==> src/rtl/fb_pkg.sv <==
// Shared definitions for the frame-buffer memory arbiter.
//   FB_ADDR_W    : frame-buffer word address width
//   FB_DATA_W    : pixel/word width
//   FB_BURST_LEN : read commands issued per display grant
//   FB_STAT_W    : width of the optional statistics counters
//   fb_state_e   : arbiter state encoding
//   fb_cnt_w()   : width of the burst command/return counters
package fb_pkg;

  localparam int FB_ADDR_W    = 22;
  localparam int FB_DATA_W    = 16;
  localparam int FB_BURST_LEN = 8;
  localparam int FB_STAT_W    = 16;

  typedef enum logic [1:0] {
    IDLE    = 2'd0,
    RD_CMD  = 2'd1,
    RD_WAIT = 2'd2,
    WR_CMD  = 2'd3
  } fb_state_e;

  // One extra bit so a counter can hold the value BURST_LEN itself.
  function automatic int fb_cnt_w(input int burst_len);
    return $clog2(burst_len) + 1;
  endfunction

endpackage

==> src/rtl/fb_mem_arbiter_sat_counter.sv <==
// fb_sat_counter: saturating up-counter with enable.
//   m_clock : clock
//   p_reset : synchronous active-high clear
//   en      : count this cycle
//   count   : current value, sticks at all-ones
module fb_sat_counter
  import fb_pkg::*;
#(
  parameter int W = FB_STAT_W
) (
  input  logic         m_clock,
  input  logic         p_reset,
  input  logic         en,
  output logic [W-1:0] count
);

  logic [W-1:0] count_q, count_d;

  always_comb begin
    count_d = count_q;
    if (en && (count_q != {W{1'b1}})) count_d = count_q + W'(1);
  end

  always_ff @(posedge m_clock) begin
    if (p_reset) count_q <= '0;
    else         count_q <= count_d;
  end

  assign count = count_q;

endmodule

==> src/rtl/fb_mem_arbiter.sv <==
// fb_mem_arbiter: shares the frame-buffer memory command port between the
// VGA line fetcher (burst reads, always has priority) and the rasterizer
// (single-pixel writes, uses remaining slots).
//
// Ports:
//   m_clock, p_reset              clock, synchronous active-high reset
//   disp_req/addr/ack             display burst request handshake
//   disp_rdata/rvalid/done        returned burst data and end-of-burst pulse
//   rast_req/addr/wdata/ack       rasterizer pixel write handshake
//   mem_cmd_*, mem_wdata          command port toward the SDRAM controller
//   mem_rdata/rvalid              in-order read returns from the controller
//   busy                          arbiter not idle
//   stat_rast_stall, stat_bursts  statistics, built only with FB_ARB_STATS_EN
//
// Build option: define FB_ARB_STATS_EN to build the saturating statistics
// counters; otherwise both stat outputs are tied to zero.
//
// state   | meaning
// IDLE    | no grant; samples requests, display first
// RD_CMD  | issuing BURST_LEN read commands from base, collecting returns
// RD_WAIT | all reads issued, waiting for the remaining returns
// WR_CMD  | presenting one pixel write until memory accepts it
module fb_mem_arbiter
  import fb_pkg::*;
#(
  parameter int ADDR_W    = FB_ADDR_W,
  parameter int DATA_W    = FB_DATA_W,
  parameter int BURST_LEN = FB_BURST_LEN
) (
  input  logic              m_clock,
  input  logic              p_reset,
  input  logic              disp_req,
  input  logic [ADDR_W-1:0] disp_addr,
  output logic              disp_ack,
  output logic [DATA_W-1:0] disp_rdata,
  output logic              disp_rvalid,
  output logic              disp_done,
  input  logic              rast_req,
  input  logic [ADDR_W-1:0] rast_addr,
  input  logic [DATA_W-1:0] rast_wdata,
  output logic              rast_ack,
  output logic              mem_cmd_valid,
  input  logic              mem_cmd_ready,
  output logic              mem_cmd_we,
  output logic [ADDR_W-1:0] mem_cmd_addr,
  output logic [DATA_W-1:0] mem_wdata,
  input  logic [DATA_W-1:0] mem_rdata,
  input  logic              mem_rvalid,
  output logic              busy,
  output logic [15:0]       stat_rast_stall,
  output logic [15:0]       stat_bursts
);

  localparam int               CNT_W = fb_cnt_w(BURST_LEN);
  localparam logic [CNT_W-1:0] LAST  = CNT_W'(BURST_LEN - 1);
  localparam logic [CNT_W-1:0] FULL  = CNT_W'(BURST_LEN);

  fb_state_e         state_q, state_d;
  logic [ADDR_W-1:0] base_q, base_d;
  logic [ADDR_W-1:0] waddr_q, waddr_d;
  logic [DATA_W-1:0] wdata_q, wdata_d;
  logic [CNT_W-1:0]  cmd_cnt_q, cmd_cnt_d;
  logic [CNT_W-1:0]  ret_cnt_q, ret_cnt_d;
  logic              rd_phase;
  logic              ret_fire;

  assign rd_phase = (state_q == RD_CMD) || (state_q == RD_WAIT);
  // Returns outside a read burst are dropped; see the assertion below.
  assign ret_fire = rd_phase && mem_rvalid && !p_reset;

  always_comb begin
    state_d       = state_q;
    base_d        = base_q;
    waddr_d       = waddr_q;
    wdata_d       = wdata_q;
    cmd_cnt_d     = cmd_cnt_q;
    ret_cnt_d     = ret_cnt_q;
    disp_ack      = 1'b0;
    rast_ack      = 1'b0;
    mem_cmd_valid = 1'b0;
    mem_cmd_we    = 1'b0;
    mem_cmd_addr  = '0;
    mem_wdata     = '0;

    if (ret_fire) ret_cnt_d = ret_cnt_q + CNT_W'(1);

    unique case (state_q)
      IDLE: begin
        if (disp_req) begin
          disp_ack  = 1'b1;
          base_d    = disp_addr;
          cmd_cnt_d = '0;
          ret_cnt_d = '0;
          state_d   = RD_CMD;
        end else if (rast_req) begin
          waddr_d = rast_addr;
          wdata_d = rast_wdata;
          state_d = WR_CMD;
        end
      end
      RD_CMD: begin
        mem_cmd_valid = 1'b1;
        // Burst addresses wrap at the top of memory.
        mem_cmd_addr  = base_q + ADDR_W'(cmd_cnt_q);
        if (mem_cmd_ready) begin
          cmd_cnt_d = cmd_cnt_q + CNT_W'(1);
          if (cmd_cnt_q == LAST) state_d = (ret_cnt_d == FULL) ? IDLE : RD_WAIT;
        end
      end
      RD_WAIT: begin
        if (ret_fire && (ret_cnt_q == LAST)) state_d = IDLE;
      end
      WR_CMD: begin
        mem_cmd_valid = 1'b1;
        mem_cmd_we    = 1'b1;
        mem_cmd_addr  = waddr_q;
        mem_wdata     = wdata_q;
        if (mem_cmd_ready) begin
          rast_ack = 1'b1;
          state_d  = IDLE;
        end
      end
      default: state_d = IDLE;
    endcase

    // A reset cycle issues no handshakes and no commands.
    if (p_reset) begin
      disp_ack      = 1'b0;
      rast_ack      = 1'b0;
      mem_cmd_valid = 1'b0;
      mem_cmd_we    = 1'b0;
    end
  end

  assign disp_rvalid = ret_fire;
  assign disp_rdata  = ret_fire ? mem_rdata : '0;
  assign disp_done   = ret_fire && (ret_cnt_q == LAST);
  assign busy        = (state_q != IDLE);

  always_ff @(posedge m_clock) begin
    if (p_reset) begin
      state_q   <= IDLE;
      base_q    <= '0;
      waddr_q   <= '0;
      wdata_q   <= '0;
      cmd_cnt_q <= '0;
      ret_cnt_q <= '0;
    end else begin
      state_q   <= state_d;
      base_q    <= base_d;
      waddr_q   <= waddr_d;
      wdata_q   <= wdata_d;
      cmd_cnt_q <= cmd_cnt_d;
      ret_cnt_q <= ret_cnt_d;
    end
  end

  // Read data may only arrive while a burst is outstanding.
  a_rvalid_in_burst : assert property (@(posedge m_clock) disable iff (p_reset)
    mem_rvalid |-> rd_phase);

`ifdef FB_ARB_STATS_EN
  fb_sat_counter #(.W(16)) u_stat_stall (
    .m_clock (m_clock),
    .p_reset (p_reset),
    .en      (rast_req && !rast_ack),
    .count   (stat_rast_stall)
  );

  fb_sat_counter #(.W(16)) u_stat_bursts (
    .m_clock (m_clock),
    .p_reset (p_reset),
    .en      (disp_done),
    .count   (stat_bursts)
  );
`else
  assign stat_rast_stall = '0;
  assign stat_bursts     = '0;
`endif

endmodule
==> config.mk <==
export PLATFORM = sky130hd
export DESIGN_NAME = fb_mem_arbiter
export DESIGN_NICKNAME = d
export VERILOG_FILES = /design/src/rtl/fb_pkg.sv /design/src/rtl/fb_mem_arbiter_sat_counter.sv /design/src/rtl/fb_mem_arbiter.sv
export SDC_FILE = /design/constraint.sdc
export NUM_CORES = 1
export LEC_CHECK = 0
export BUFFER_PORTS_ARGS = -buffer_cell sky130_fd_sc_hd__buf_2
export CORE_ASPECT_RATIO = 0.8
export CORE_MARGIN = 2
export CORE_UTILIZATION = 45
export DETAILED_ROUTE_END_ITERATION = 7
export PLACE_DENSITY = 0.76
export SKIP_LAST_GASP = 1
export SLEW_MARGIN = 20
export SYNTH_ARGS = -nofsm -noshare
export SYNTH_HDL_FRONTEND = slang
export SYNTH_SLANG_ARGS = --single-unit
==> constraint.sdc <==
create_clock -name m_clock -period 2.5 [get_ports m_clock]
set_input_delay 0.5 -clock m_clock [delete_from_list [all_inputs] [get_ports m_clock]]
set_output_delay 0.5 -clock m_clock [all_outputs]
set_load 0.01 [all_outputs]
# Word-level counts from Yosys, hierarchy flattened
# Index checks and enable logic that the tools add are counted.
# word_totals
register_bits	70
output_inout_bits	93
# classes
addsub	3
n_eq_ne	12
muxes	27
bitwise_logic	1
reduce_logical	13
# op_table
cell	n
case mux 22 bit (2 select lines)	1
2-to-1 mux 16 bit	2
adder 22 x 4 -> 22 bit	1
2-to-1 mux 4 bit	5
2-to-1 mux 2 bit	7
2-to-1 mux 1 bit	10
adder 4 x 1 -> 4 bit, second input constant	2
== test 4 x 3 -> 1 bit, second input constant	2
inequality test 2 bit, second input constant	4
case mux 2 bit (4 select lines)	1
case mux 4 bit (2 select lines)	1
AND reduction 3 bit	2
AND reduction 5 bit	1
== test 2 bit, second input constant	2
== test 4 bit, second input constant	1
nonzero test 2 bit	2
logical AND 1 bit	3
inequality test 3 bit, second input constant	1
== test 2 x 1 -> 1 bit, second input constant	1
zero test 2 bit	1
inequality test 2 x 1 -> 1 bit, second input constant	1
AND reduction 2 bit	1
OR reduction 2 bit	1
zero test 1 bit	1
2 further kinds	2

# Logic depth before layout (Yosys ltp)
# Gate-level depths: netlist of run 1.
# logic_depth
word_depth	10
mapped_depth	9
ltp_nobuf	8

# Least setup slack after synthesis of run 1
# No wires, ideal clock.
# synth_path
kind	reg2out
start	register cmd_cnt_q[0]
end	output mem_cmd_addr[10]
arrival_ns	1.992
required_ns	2.000
slack_ns	0.008
path_stages_with_launch	10
cell_sequence	dfxtp_1 ha_1 inv_1 fa_1 nor2b_1 o21a_1 clkbuf_1 o2111ai_1 xor2_1 o21ai_0
# synth_via
elab_chain_len	2
# synth_lines
element	line	text
start, declared	fb_mem_arbiter.sv:62	logic [CNT_W-1:0] cmd_cnt_q, cmd_cnt_d;
start signal, assigned	fb_mem_arbiter.sv:153	cmd_cnt_q <= cmd_cnt_d;
adder 22 x 4 -> 22 bit	fb_mem_arbiter.sv:104	mem_cmd_addr = base_q + ADDR_W'(cmd_cnt_q);
case mux 22 bit (2 select lines)	fb_mem_arbiter.sv:87	unique case (state_q)
end, declared	fb_mem_arbiter.sv:45	output logic [ADDR_W-1:0] mem_cmd_addr,
# Every way passes these cells.

# Worst setup path after layout of run 1
# layout_path
start	register cmd_cnt_q[0]
end	output mem_cmd_addr[18]
# The elaborated chain is that of the path after synthesis.

==> results.md, run 1 <==
- Min-delay worst type: input pin to register
- Pleak: approximately 2.2 nW
- Post-synth ARST share: 0%
- Ratio of cells with drive above 1 in the final layout: between 30% and 40%
- Worst-Skew Late Latency: approximately 0.35 ns
- Post-Place Cells: 706
- Global-route wire length before repair: around 16 mm
- Status: complete, but fails checks
- Initial DRC count: 214
- I/O pin count: approximately 180
- CTS Sinks: 70
- Post-synth EDFFs: 0
- Met1 usage: between 20% and 30%
- Final #Nets: about 700
- Gr usage total: between 20% and 30%
- Setup violators final: 12
- Mapped Area: roughly 3800 um^2
- GPL Wtd Cong: 0.9499
- Tcrit/Tclk final: 107.6%
- H-Tree Depth: 3
- Antenna cells: 0
- Vias per cell: 5.146
- Largest net degree at the start of global routing: 41
- Via count: ~3800
- Tot Pwr: around 3.5 mW
- Port Buf Inserts: approximately 140
- Area delta synth->final: 31.50%
- Post-synthesis sequential area ratio: between 30% and 40%
- Post-layout utilization of the core: around three fifths
- Final count of pins violating max slew: 0
- Number of synthesized register bits: 70
- Final HPWL DP: around 7.6 mm
- Clock period minus worst slack: ~2.7 ns
- Max cap viols: 0
- Most used DFF post-synth: dfxtp_1
- Syn_area_per_cell: 7.919 um^2
- Initial Util: approximately 47%
- CP Max Fanout: 5
- Finished Layout Cells: between 700 and 800
- Vias in the first global route: around 3400
- Fin Hold WS: between 0.3 and 0.4 ns
- CP Data Arrival Time: 2.19 ns
- Initial antenna violation count: 0
- Die area: 9093 um^2
- Routed WL per cell: ~14 um
- Global route overflow: 0
- Unrepaired setup endpoints after global routing: yes
- VDD IR max: about 660 uV
- Met2 Use GR: between 30% and 40%
- Max clock buf depth: 2
- Total CTS buffers: 9
- Die width: roughly 110 um
- Fin worst setup slack: -0.1901 ns
- DIE HEIGHT: between 80 and 90 um
- FMAX: 371.7 MHz
- Antenna-violating nets left: 0
- Failing checks: negative setup slack
- Yosys warnings: 0
- Clock skew: about 0.0076 ns
- Hold Buf Count CTS: 0
- Busiest metal layer after global routing: met2
- TritonCTS clock tree: yes
- Gate Count Post-Synth: roughly 470
- Wirelength, routed: approximately 11 mm
- Core area: approximately 8000 um^2
- Endpoints failing hold: 0
- Drt pass-1 iters: 5
- Setup_tns: -1.370 ns
- Startpoint types: register
- DRC: 0
- Clk pin slew, worst setup/hold paths: about 0.080 ns
- Root Buffer: clkbuf_8
- Critical path type: register to output port
- Rows: 29
- WP data required: ~2.0 ns
- PwrDens: about 700 nW/um^2
- GR Util met3: about 6.5%
- Netlist cell types: 43
- Worst Setup End Kind: output port
-- metal layers --
| metal | share of wire [%] | wire (um) |
|---|---|---|
| met4 | 1.9 | 200 |
| met3 | 7.9 | 842 |
| met1 | 42 | 4496 |
| met2 | 48 | 5071 |
| met5 | 0 | 0 |
-- layout by cell type, fill, tap and decap left out, drive strengths merged, types with 19 or more instances in the layout --
cell type  count
a21oi         43
dfxtp         70
and2          40
conb          32
a22o          22
buf          166
o21ai         24
nand2        106
xor2          19
-- report_power, final --
part | switching, mW | internal [mW]
clock | 0.434 | 0.591
combinational | 0.598 | 0.424
sequential | 0.148 | 1.27
-- through the flow --
stage | setup WS, ns | cell area [um^2]
final | -0.1901 | 4936
after global routing | -0.2541 | 4936
after CTS | -0.2221 | 4811
after detailed placement | -0.001220 | 4454
after global placement | 0.02713 | 4454
after floorplan | 0.007691 | 3870
-- cell families (layout without fill, tap and decap cells) --
family | count (synthesis) | count (layout) | synth area share (%)
buf+inv | 73 | 192 | 10.77
xor+xnor | 24 | 24 | 5.600
compound gates | 108 | 109 | 18.43
simple gates | 185 | 185 | 23.37
mux | 2 | 2 | 0.5334
flops | 70 | 70 | 37.33
other cells | 1 | 32 | 0.09990
fa+ha+maj | 11 | 11 | 3.867
-- state kept, by name, indices dropped and copies added, names as in the netlist --
register	count
base_q	22
cmd_cnt_q	4
ret_cnt_q	4
state_q	2
waddr_q	22
wdata_q	16
-- synthesized netlist by cell type (10+ instances only) --
library cell    n  area (um^2)
clkbuf_1       23        86.33
dfxtp_1        70         1401
nor2_1         11        41.29
a22o_1         22        192.7
inv_1          10        37.54
o21ai_0        19        95.09
ha_1           10        125.1
a21oi_1        43        215.2
xor2_1         19        166.4
buf_4          32        240.2
and2_1         40        250.2
nand2_1       106        397.9
-- area by class of cell --
cell class	count	area (um^2)
well taps	108	135.1
clock buffers	11	141.4
repair buffers	166	908.4
clock inverters	5	81.33
inverters	10	37.54
multi-input cells	363	2210
flip-flops and latches	70	1423
fillers	727	3083
-- worst paths after layout --
| kind | startpoint | to | slack [ns] | depth (start not counted) |
|---|---|---|---|---|
| setup / recovery | cmd_cnt_q[0] | mem_cmd_addr[18] | -0.19 | 9 |
| hold / removal | disp_addr[21] | base_q[21] | 0.35 | 2 |
| setup reg to reg | state_q[0] | state_q[1] | 0.42 | 8 |
| hold reg to reg | wdata_q[14] | wdata_q[14] | 0.45 | 2 |
-- timing repair --
action,in CTS,in global routing
hold endpoints to repair,0,0
resized for setup,28,28
setup endpoints to repair,18,20
pin swaps,7,11
setup buffers,5,5
cloned,1,0
-- worst max-delay path, cell delays in order (launching register included) --
cell       delay [ns]
dfxtp_2          0.36
ha_4             0.14
inv_2            0.03
fa_2             0.36
nor2b_4          0.14
o21a_4           0.18
o2111ai_2        0.12
xor2_1           0.18
o21ai_1          0.16
buf_2            0.15
Power figures use the tool's default switching activity.
==> run 2: changes to the inputs <==
--- a/config.mk
+++ b/config.mk
@@ -5,14 +5,15 @@
 export SDC_FILE = /design/constraint.sdc
 export NUM_CORES = 1
 export LEC_CHECK = 0
-export BUFFER_PORTS_ARGS = -buffer_cell sky130_fd_sc_hd__buf_2
 export CORE_ASPECT_RATIO = 0.8
 export CORE_MARGIN = 2
 export CORE_UTILIZATION = 45
 export DETAILED_ROUTE_END_ITERATION = 7
-export PLACE_DENSITY = 0.76
+export DONT_BUFFER_PORTS = 1
+export PLACE_DENSITY = 0.58
 export SKIP_LAST_GASP = 1
 export SLEW_MARGIN = 20
 export SYNTH_ARGS = -nofsm -noshare
 export SYNTH_HDL_FRONTEND = slang
 export SYNTH_SLANG_ARGS = --single-unit
+export TNS_END_PERCENT = 30
==> run 2 against run 1 <==
The flow still finishes with violations (negative setup slack). Maximum frequency grew 0.63%. Sequential power barely moved. Critical path depth rose by 1. Clock power up 9%. Non-clock buffer count decreased by 137. Register-to-register slack gained 0.03 ns. Sequential share of layout area rose by 4.7 points. Hold slack got worse by 0.12 ns. Highest routed layer unchanged. Cell count fell by 19%. Largest cell class unchanged. Count of clock-buffer cells in the layout stayed put. Die area unchanged. Via count fell by 18%. Critical endpoint is now mem_cmd_addr[12]. Critical path type unchanged.
==> results.md, run 2 (synthesized netlist as in run 1, its figures left out) <==
- Vias in the first global route: 2835 (-17%)
- CP Data Arrival Time: 2.17 ns (-0.02 ns)
- Hold Buf Count CTS: 0 (unchanged)
- Post-Place Worst Slack: -0.01421 ns (-0.01299 ns)
- Initial Util: 46.81% (unchanged)
- Fin worst setup slack: -0.1734 ns (+0.01672 ns)
- Largest net degree at the start of global routing: 50 (+22%)
- Crit. Startpoint: cmd_cnt_q[0]
- VDD IR max: 313.4 uV (-52%)
- DIE HEIGHT: 85.69 um (unchanged)
- Clk pin slew, worst setup/hold paths: 0.07 ns (about the same)
- Top flop regs: base_q x22, waddr_q x22, wdata_q x16
- Root Buffer: clkbuf_8
- Max clock buf depth: 2 (unchanged)
- Area delta synth->final: 11.67%
- Global route overflow: 0 (unchanged)
- FMAX: 374.1 MHz (+0.63%)
- Critical path type: register to output port
- Family with the most delay on the worst path: adder cells
- Final HPWL DP: 6.817 mm (-9.7%)
- Die width: 106.1 um (unchanged)
- Vias per cell: 5.207 (+1.2%)
- Worst path buffer plus inverter count: 3 (+1)
- H-Tree Depth: 3 (unchanged)
- Via count: 3098 (-18%)
- TritonCTS clock tree: yes
- Routed WL per cell: 15.58 um (+7.6%)
- Tcrit/Tclk final: 106.9% (-0.67 points)
- Endpoints failing hold: 0 (unchanged)
- DRC: 0 (unchanged)
- Critical path depth in cells: 10 (+1)
- Reg2reg path depth: 7 (-1)
- Worst Setup End Kind: output port
- Wirelength, routed: 9.272 mm (-13%)
- Ratio of cells with drive above 1 in the final layout: 12.53% (-22 points)
- GPL Wtd Cong: 0.8168 (-14%)
- Worst slew margin: between 60 and 70%
- Startpoint types: register
- Gr usage total: 20.36% (-2.2 points)
- Number of filler cells placed in the layout: 795 (+9.4%)
- Die area: 9093 um^2 (unchanged)
- Core area: 8019 um^2 (unchanged)
- Drt pass-1 iters: 4 (-1)
- Global-route wire length before repair: 14.60 mm (-9.8%)
- I/O pin count: 175 (unchanged)
- Worst slew pin tran: 0.4992 ns
- Most frequent cells in the layout: nand2_1 (106), dfxtp_1 (67), a21oi_1 (43)
- Min-Delay Path Depth: 1 (-1)
- Initial antenna violation count: 0 (unchanged)
- Slowest CP cell: dfxtp_2
- Crit path largest cell delay: 0.36 ns (about the same)
- Reg-to-Reg End: state_q[0]
- Final count of pins violating max slew: 0 (unchanged)
- Most common cell after layout, fill and taps aside: nand2_1
- Unrepaired setup endpoints after global routing: yes
- WP data required: 2.00 ns (about the same)
- Finished Layout Cells: 595 (-19%)
- Clock period minus worst slack: 2.673 ns (-0.01672 ns)
- Min-delay worst type: input pin to register
- Final #Nets: 575 (-19%)
- CTS Sinks: 70 (unchanged)
- Max cap viols: 0 (unchanged)
- Failing checks: negative setup slack
- RR Startpoint: state_q[1]
- Rows: 29 (unchanged)
- Status: complete, but fails checks
- PwrDens: 804.9 nW/um^2 (+15%)
- Antenna cells: 0 (unchanged)
- CP Max Fanout: 5 (unchanged)
- Port Buf Inserts: 0 (-100%)
- Setup violators final: 19 (+7)
- Pleak: 1.588 nW (-28%)
- Worst-Skew Late Latency: 0.34 ns (about the same)
- CP Capture Point: mem_cmd_addr[12]
- R2r setup slk: 0.45 ns (+0.03 ns)
- Antenna-violating nets left: 0 (unchanged)
- Critical path, cell by cell: ha_4 > inv_2 > fa_2 > nor2b_1 > o21a_2 > buf_12 > o2111ai_2 > xor2_1 > o21ai_1 > buf_4
- Clock skew: 0.009824 ns (+0.002231 ns)
- Footprint of the multi-input gates: 2136 um^2 (-3.3%)
- Initial DRC count: 170 (-21%)
- Post-Place Cells: 573 (-19%)
- FF/Latch Area: 1405 um^2 (-1.2%)
- Total CTS buffers: 9 (unchanged)
[run 2: cell types whose count changed in the layout (fill, tap and decap cells not counted), moves of 2 or more]
cell	before	now
nand3_1	3	5
dfxtp_1	59	67
dfxtp_2	8	3
buf_6	4	0
o21ai_1	15	12
buf_2	141	0
buf_4	21	28
o21ai_0	9	11
a21oi_1	41	43
dfxtp_4	3	0
[run 2: layout make-up]
class                           instances  area share, %
Clock buffer                           11          3.373
Clock inverter                          5          2.537
Inverter                               10         0.8955
Multi-Input combinational cell        362          50.96
Sequential cell                        70          33.52
Tap cell                              108          3.224
Timing Repair Buffer                   29          5.493
[run 2: timing repair]
item	4_1_cts	5_1_grt
endpoints found under the setup margin	20	21
resized for setup	20	5
pin swaps	6	7
buffers inserted	6	0
endpoints found under the hold margin	0	0
[run 2: worst min-delay path by stage]
stage                        to         from
floorplan            wdata_q[0]   wdata_q[0]
global placement    wdata_q[15]  wdata_q[15]
detailed placement  wdata_q[15]  wdata_q[15]
CTS                 waddr_q[17]      p_reset
global route         state_q[1]      p_reset
finish               state_q[1]      p_reset
[run 2: metal layers]
metal,global-route usage (%),routed length (um)
met5,0,0
met4,6.579,167
met3,5.547,641
met2,29.72,3944
met1,29.11,4519
[run 2: where the power goes]
part / switching (mW) / internal, mW
clock: 0.419 / 0.692
combinational: 0.538 / 0.320
sequential: 0.134 / 1.27
total: 1.09 / 2.28
[run 2: through the flow]
step / util, % / power [mW] / area (um^2) / TNS (ns) / hold slack [ns]
2_1_floorplan: - / 2.063 / 3870 / 0 / 0.4317
3_3_place_gp: 47.56 / 2.233 / 3814 / 0 / 0.4320
3_5_place_dp: 47.56 / 2.249 / 3814 / -0.03433 / 0.4371
4_1_cts: 51.97 / 3.395 / 4168 / -2.272 / 0.2152
5_1_grt: 52.27 / 3.574 / 4192 / -4.552 / 0.2067
6_report: 52.27 / 3.374 / 4192 / -1.853 / 0.2307
==> run 3: changes to the inputs <==
--- a/config.mk
+++ b/config.mk
@@ -5,12 +5,12 @@
 export SDC_FILE = /design/constraint.sdc
 export NUM_CORES = 1
 export LEC_CHECK = 0
+export BUFFER_PORTS_ARGS = -buffer_cell sky130_fd_sc_hd__buf_2
 export CORE_ASPECT_RATIO = 0.8
 export CORE_MARGIN = 2
 export CORE_UTILIZATION = 45
 export DETAILED_ROUTE_END_ITERATION = 7
-export DONT_BUFFER_PORTS = 1
-export PLACE_DENSITY = 0.58
+export PLACE_DENSITY = 0.76
 export SKIP_LAST_GASP = 1
 export SLEW_MARGIN = 20
 export SYNTH_ARGS = -nofsm -noshare
==> run 3 against run 2 <==
The run still ends with negative setup slack left. Design area increased by 14%. Die area unchanged. Wire length increased by 8.5%. Largest cell class unchanged.
==> results.md, run 3 (synthesized netlist as in run 1, its figures left out) <==
- Status: complete, but fails checks
- Failing checks: negative setup slack
- WP data required: 2.00 ns (about the same)
- Via count: 3676 (+19%)
- Worst slew pin tran: 0.7836 ns (+0.2845 ns)
- Routed WL per cell: 13.89 um (-11%)
- Global-route wire length before repair: 15.78 mm (+8.1%)
- GPL Wtd Cong: 0.9499 (+16%)
- Vias per cell: 5.077 (-2.5%)
- DRC: 0 (unchanged)
- Initial DRC count: 230 (+35%)
- Worst-Skew Late Latency: 0.35 ns (about the same)
- DIE HEIGHT: 85.69 um (unchanged)
- VDD IR max: 659.1 uV (+110%)
- Ratio of cells with drive above 1 in the final layout: 30.68% (+18 points)
- Port Buf Inserts: 142 (+142)
- CTS Sinks: 70 (unchanged)
- Top flop regs: base_q x22, waddr_q x22, wdata_q x16
- Initial antenna violation count: 0 (unchanged)
- Pleak: 2.164 nW (+36%)
- Design area: 4767 um^2 (+14%)
- Critical path type: register to output port
- Hold Buf Count CTS: 0 (unchanged)
- Drt pass-1 iters: 4 (unchanged)
- Reg2reg path depth: 8 (+1)
- FMAX: 371.2 MHz (-0.77%)
- Wirelength, routed: 10.06 mm (+8.5%)
- Area delta synth->final: 27.00%
- Most frequent cells in the layout: buf_2 (142), nand2_1 (106), dfxtp_1 (67)
- Min-Delay Path Depth: 2 (+1)
- Total CTS buffers: 9 (unchanged)
- Worst Setup End Kind: output port
- Die area: 9093 um^2 (unchanged)
- Most common cell after layout, fill and taps aside: buf_2
- Die width: 106.1 um (unchanged)
- Clk pin slew, worst setup/hold paths: 0.08 ns (about the same)
- Initial Util: 46.81% (unchanged)
- TritonCTS clock tree: yes
- Max clock buf depth: 2 (unchanged)
- Gr usage total: 21.89% (+1.5 points)
- H-Tree Depth: 3 (unchanged)
- Rows: 29 (unchanged)
- Setup violators final: 18 (-1)
- Largest net degree at the start of global routing: 41 (-18%)
- Fin worst setup slack: -0.1942 ns (-0.02082 ns)
- FF/Latch Area: 1405 um^2 (unchanged)
- Clock skew: 0.009776 ns (-0.00004813 ns)
- Final HPWL DP: 7.554 mm (+11%)
- CP Max Fanout: 5 (unchanged)
- Root Buffer: clkbuf_8
- Post-Place Worst Slack: -0.001220 ns (+0.01299 ns)
- Setup_tns: -2.071 ns (-0.2183 ns)
- Tcrit/Tclk final: 107.8% (+0.83 points)
- Placement Cell Area: 4454 um^2 (+17%)
- I/O pin count: 175 (unchanged)
- Startpoint types: register
- Footprint of the multi-input gates: 2143 um^2 (+0.35%)
- Vias in the first global route: 3332 (+18%)
- Unrepaired setup endpoints after global routing: yes
- Clock period minus worst slack: 2.694 ns (+0.02082 ns)
- Global route overflow: 0 (unchanged)
- Final count of pins violating max slew: 0 (unchanged)
- Core area: 8019 um^2 (unchanged)
- Number of filler cells placed in the layout: 753 (-5.3%)
- Min-delay worst type: input pin to register
- CP Data Arrival Time: 2.19 ns (+0.02 ns)
- R2r setup slk: 0.44 ns (about the same)
- Endpoints failing hold: 0 (unchanged)
- PwrDens: 713.5 nW/um^2 (-11%)
- Antenna cells: 0 (unchanged)
- Final #Nets: 704 (+22%)
- Max cap viols: 0 (unchanged)
- Antenna-violating nets left: 0 (unchanged)
- Worst slew margin: 47.56% (-19 points)
## run 3: power by group
part	leakage, nW	switching (mW)	internal (mW)
Combinational	1.48	0.576	0.401
Clock	0.110	0.426	0.591
Sequential	0.572	0.137	1.27
## run 3: worst paths after layout
check / start / end
worst max-delay path: base_q[0] / mem_cmd_addr[18]
worst min-delay path: disp_addr[21] / base_q[21]
worst max register to register: state_q[0] / state_q[1]
worst min register to register: wdata_q[14] / wdata_q[14]
## run 3: what timing repair did
item,in CTS,in global routing
cloned,1,0
gates resized for setup,14,7
endpoints found under the hold margin,0,0
endpoints found under the setup margin,18,20
setup buffers,1,0
pin swaps,2,3
## run 3: routing by layer
layer  part of all wire [%]  vias to the layer above  track usage, %  routed length, um
met2                     46                      167           35.49               4654
met1                     43                     1689           28.10               4338
met5                      0                        -               0                  0
met3                    8.6                       21           5.547                867
met4                    2.0                        0           8.612                198
li1                       -                     1799               -                  -
## run 3: cell type report
type                       instances  area share [%]
clock inverter                     5           1.706
multi-input combinational        363           44.96
clock buffer                      11           2.966
inverter                          10          0.7874
tap                              108           2.835
sequential                        70           29.48
timing repair buffer             157           17.27
## run 3: metrics by stage
| step | hold slack (ns) | power (mW) | utilization, % | cells |
|---|---|---|---|---|
| after floorplan | 0.4317 | 2.063 | - | 505 |
| after global routing | 0.3513 | 3.607 | 59.45 | 724 |
| after global placement | 0.4378 | 2.344 | 55.55 | 706 |
| after CTS | 0.3382 | 3.421 | 59.09 | 724 |
| after detailed placement | 0.4428 | 2.377 | 55.55 | 706 |
| final | 0.3579 | 3.401 | 59.45 | 724 |
## run 3: worst max-delay path: stages, from the launching register on
cell	delay [ns]
dfxtp_2	0.35
ha_4	0.14
inv_2	0.03
fa_2	0.37
nor2b_4	0.16
o21a_4	0.19
o2111ai_2	0.12
xor2_1	0.18
o21ai_1	0.16
buf_2	0.15
